==> src/rtl/vme_master_cycle.sv <==
// Single-word A24/D16 VME bus-cycle initiator with 2-flop DTACK/BERR synchronizers.
// Optional wait-state timeout is compiled in with `define VME_MASTER_TIMEOUT_EN.
module vme_master_cycle #(
  parameter int ADR_SETUP = 2,
  parameter int TIMEOUT   = 255
) (
  input  logic        FASTCLK,
  input  logic        RST,
  input  logic        REQ,
  input  logic        REQ_WRITE,
  input  logic [22:0] REQ_ADR,
  input  logic [5:0]  REQ_AM,
  input  logic [15:0] REQ_DATA,
  output logic        BUSY,
  output logic        DONE,
  output logic        ERR,
  output logic [15:0] RD_DATA,
  output logic [22:0] ADR,
  output logic [5:0]  AM,
  output logic        AS_B,
  output logic        DS0_B,
  output logic        DS1_B,
  output logic        LWORD_B,
  output logic        WRITE_B,
  output logic [15:0] D_OUT,
  output logic        D_OE,
  input  logic [15:0] D_IN,
  input  logic        DTACK_B,
  input  logic        BERR_B
);

  typedef enum logic [2:0] {IDLE, SETUP, ASTB, DSTB, WACK, REL, WREL, FIN} state_t;

  state_t      state;
  logic [1:0]  dtk_sync, berr_sync;
  logic        dtk_s, berr_s;
  logic [7:0]  setup_cnt;
  logic        err_r;
  logic        tmo_hit;

  assign LWORD_B = 1'b1;
  assign dtk_s   = dtk_sync[1];
  assign berr_s  = berr_sync[1];

  // NOTE: sequential state uses non-blocking assignments so every flop samples pre-edge values.
  always_ff @(posedge FASTCLK or posedge RST) begin
    if (RST) begin
      dtk_sync  <= 2'b00;
      berr_sync <= 2'b00;
    end else begin
      dtk_sync  <= {dtk_sync[0], ~DTACK_B};
      berr_sync <= {berr_sync[0], ~BERR_B};
    end
  end

`ifdef VME_MASTER_TIMEOUT_EN
  logic [7:0] tmo_cnt;
  logic [7:0] tmo_nxt;

  assign tmo_nxt = tmo_cnt + 8'd1;
  assign tmo_hit = (tmo_nxt == 8'(TIMEOUT));

  // Runs only in the two wait states; every other state holds it cleared.
  always_ff @(posedge FASTCLK or posedge RST) begin
    if (RST)                                tmo_cnt <= 8'd0;
    else if (state == WACK || state == WREL) tmo_cnt <= tmo_nxt;
    else                                    tmo_cnt <= 8'd0;
  end
`else
  assign tmo_hit = 1'b0;
`endif

  always_ff @(posedge FASTCLK or posedge RST) begin
    if (RST) begin
      state     <= IDLE;
      ADR       <= '0;
      AM        <= '0;
      D_OUT     <= '0;
      RD_DATA   <= '0;
      AS_B      <= 1'b1;
      DS0_B     <= 1'b1;
      DS1_B     <= 1'b1;
      WRITE_B   <= 1'b1;
      D_OE      <= 1'b0;
      BUSY      <= 1'b0;
      DONE      <= 1'b0;
      ERR       <= 1'b0;
      err_r     <= 1'b0;
      setup_cnt <= '0;
    end else begin
      case (state)
        IDLE: begin
          if (REQ) begin
            ADR       <= REQ_ADR;
            AM        <= REQ_AM;
            D_OUT     <= REQ_DATA;
            WRITE_B   <= ~REQ_WRITE;
            D_OE      <= REQ_WRITE;
            BUSY      <= 1'b1;
            err_r     <= 1'b0;
            setup_cnt <= '0;
            state     <= SETUP;
          end
        end
        SETUP: begin
          if (setup_cnt == 8'(ADR_SETUP - 1)) begin
            AS_B  <= 1'b0;
            state <= ASTB;
          end else begin
            setup_cnt <= setup_cnt + 8'd1;
          end
        end
        ASTB: begin
          DS0_B <= 1'b0;
          DS1_B <= 1'b0;
          state <= DSTB;
        end
        DSTB: state <= WACK;
        WACK: begin
          // BERR is checked first so it wins over a simultaneous DTACK.
          if (berr_s || dtk_s || tmo_hit) begin
            if (berr_s || tmo_hit) begin
              err_r <= 1'b1;
            end else begin
              err_r <= 1'b0;
              if (WRITE_B) RD_DATA <= D_IN;
            end
            AS_B  <= 1'b1;
            DS0_B <= 1'b1;
            DS1_B <= 1'b1;
            D_OE  <= 1'b0;
            state <= REL;
          end
        end
        REL: state <= WREL;
        WREL: begin
          if ((!dtk_s && !berr_s) || tmo_hit) begin
            DONE  <= 1'b1;
            ERR   <= err_r | (tmo_hit & (dtk_s | berr_s));
            BUSY  <= 1'b0;
            state <= FIN;
          end
        end
        FIN: begin
          DONE    <= 1'b0;
          ERR     <= 1'b0;
          WRITE_B <= 1'b1;
          state   <= IDLE;
        end
        default: state <= IDLE;
      endcase
    end
  end

endmodule

==> config.mk <==
export PLATFORM = sky130hd
export DESIGN_NAME = vme_master_cycle
export DESIGN_NICKNAME = d
export VERILOG_FILES = /design/src/rtl/vme_master_cycle.sv
export SDC_FILE = /design/constraint.sdc
export NUM_CORES = 1
export LEC_CHECK = 0
export CAP_MARGIN = 20
export CORE_ASPECT_RATIO = 0.6
export CORE_MARGIN = 10
export CORE_UTILIZATION = 37
export DETAILED_ROUTE_END_ITERATION = 12
export GPL_TIMING_DRIVEN = 0
export PLACE_DENSITY = 0.69
export SLEW_MARGIN = 20
export SYNTH_ARGS = -nofsm -noshare
export SYNTH_HDL_FRONTEND = slang
export SYNTH_SLANG_ARGS = --single-unit
==> constraint.sdc <==
create_clock -name FASTCLK -period 6 [get_ports FASTCLK]
set_input_delay 1.8 -clock FASTCLK [delete_from_list [all_inputs] [get_ports FASTCLK]]
set_output_delay 1.8 -clock FASTCLK [all_outputs]
set_load 0.005 [all_outputs]
==> flow_summary.ini <==
[timing]
tightest_slew_ns = 0.615
period_needed_ns = 3.43
setup_viol = 0
max_freq_mhz = 292
tns_ns = 0
hold_viol_final = 0
worst_clock_skew_ns = 0.00458
rsz0062_at_grt = no
fin_crit_sh = 0.571
maxSlewViolCount = 0
max_slew_margin = 0.590

[routing]
first_pass_iters = 4
route.detailed.drc = 0
drt-wirelength-per-cell_um = 15.9
viasPerCell = 4.57
wl_mm = 9.93
ant_nets = 0
vias = 2847
drt_iter0_drc = 144

[yosys]
synth_nets = 410
yosysMostFrequentCell = nand2_1
synth_edf_count = 0
async_flop_share = 1.00
synthFlopType = dfrtp_1
syn_area_per_cell_sq_um = 10.2
yosysTopAreaCell = dfrtp_1
synth_cell_types = 43
synth-seq-area-share = 0.606
synth_area_sq_um = 3480
synthTopCellsByCount = 148 x nand2_1, 81 x dfrtp_1, 14 x o21ai_0, 10 x mux2_4, 8 x clkbuf_1
synthTopCellsByArea = dfrtp_1 58%, nand2_1 16%, mux2_4 4.3%
synth_seq_cells = 84
synthCells = 341
yosysTopAreaCellShare = 0.583
ys_warn_count = 0

[critical_path]
path_class = primary input to flip-flop
endpoint_kind = flip-flop
crit_family = buffers and inverters
crit_required_ns = 6.22
start_kind = primary input
critPathMaxStageDelay_ns = 0.54
cp_max_fo = 10
path_buf_inv = 3
worstPathArrival_ns = 3.65
cp_cell_sequence = clkdlybuf4s50_1 > or4b_1 > clkbuf_1 > clkbuf_1 > a32o_1
cpMaxStageDelayCell = clkdlybuf4s50_1
cpMostUsedCell = clkbuf_1

[run_status]
outcome = complete, no violations

[cts]
cts_tree = built
clk_latency_ns = 0.33
cts.sinks = 84
clk_path_buf_depth = 2
numCtsBuffers = 9
cts_resized = 0
cts_root_buf = clkbuf_16
h-tree-depth = 3
clkTransAtPathRegs_ns = 0.06
cts_hold_buffers = 0
cts_setup_buffers = 0

[die]
die_h_um = 95.1
boundaryPins = 137
dieArea_sq_um = 13800
die_x_um = 145
core_region_area_sq_um = 9160
num_rows = 27
start_util = 0.380

[power_and_ir_drop]
leakagePower_nw = 2.48
ir_drop_uv = 152
power_density_nw_per_um2 = 256
p_total_mw = 1.37

[placed_design]
post-place-cells = 607
post-dp-hpwl_mm = 7.48
gp_congestion = 0.877
io_buffers = 135

[finish]
drive_gt1_frac = 0.110
nNetsFinal = 557
final_cell_count_no_fill = 623
final_core_util = 0.586
area_growth_pct = 54.3
antenna_cells = 0
fillers = 772

[run]
maxCapViolations = 0

[global_route]
antenna_found_initial = 0
track_usage = 0.143
gr-total-overflow = 0
grt_max_degree = 50
grt_pass1_wl_mm = 15.8
grt_pass1_vias = 2916

[worst_hold_path]
min_path_type = flip-flop to flip-flop
==> cells by family after synthesis <==
group | Yosys count | synth area share
xor gates and xnor gates | 3 | 0.00756
AOI/OAI and AO/OA | 30 | 0.0529
other | 1 | 0.00108
muxes | 17 | 0.0659
buffers and inverters | 25 | 0.0403
DFF | 84 | 0.606
adders and majority gates | 2 | 0.00720
and+or+nand+nor | 179 | 0.220
==> routing by layer <==
layer / global-route usage / vias up / share of wire
met5: 0 / - / 0
met4: 0.0427 / 0 / 0.0098
met3: 0.0861 / 12 / 0.12
met2: 0.203 / 115 / 0.42
met1: 0.179 / 1325 / 0.45
li1: - / 1395 / -
==> area by class of cell <==
class,count,area (sq um),share of cell area
sequential,84,2110,0.393
buffer,19,118,0.0219
inverter,6,25.0,0.00467
multi-input combinational,232,1230,0.230
clock inverter,6,111,0.0208
timing repair buffer,136,1370,0.256
clock buffer,10,239,0.0446
tap,130,163,0.0303
==> path summary, 6_finish.rpt <==
check | slack [ns] | cells after the start | end | from
hold / removal | 0.35 | 0 | dtk_sync[1] | dtk_sync[0]
setup / recovery | 2.57 | 5 | err_r | REQ
min in group asynchronous | 1.91 | 2 | RD_DATA[1] | RST
hold reg to reg | 0.35 | 0 | dtk_sync[1] | dtk_sync[0]
setup reg to reg | 4.03 | 5 | err_r | state[1]
max in group asynchronous | 3.47 | 3 | ADR[7] | RST
==> flip-flops by register name (all words and copies together) (netlist names), 2 cells and up <==
signal / cells
ADR: 23
D_OUT: 16
RD_DATA: 16
setup_cnt: 8
AM: 6
state: 3
berr_sync: 2
dtk_sync: 2
==> metrics by stage <==
| stage | worst slack (ns) | cell area [sq um] | hold WS [ns] |
|---|---|---|---|
| after floorplan | 2.04 | 3480 | 0.331 |
| after global routing | 2.52 | 5360 | 0.355 |
| final | 2.57 | 5360 | 0.348 |
| after CTS | 2.59 | 5360 | 0.349 |
| after global placement | 0.640 | 4990 | 0.335 |
| after detailed placement | 2.25 | 5010 | 0.335 |
==> layout by cell type (no fill, tap or decap), types with 4 or more instances in the layout <==
cell type,count
inv_1,5
mux2_4,10
clkdlybuf4s50_1,135
a21oi_1,4
clkbuf_1,8
nor2_1,6
mux2_2,7
clkbuf_16,9
o21ai_0,14
dfrtp_1,81
buf_2,6
nand2_1,148
nand3_1,5
==> where the power goes <==
part	switching (mW)	internal (mW)
Clock	0.224	0.418
Sequential	0.0124	0.589
Combinational	0.0414	0.0866
No activity file was read; power rests on OpenSTA's default activity.
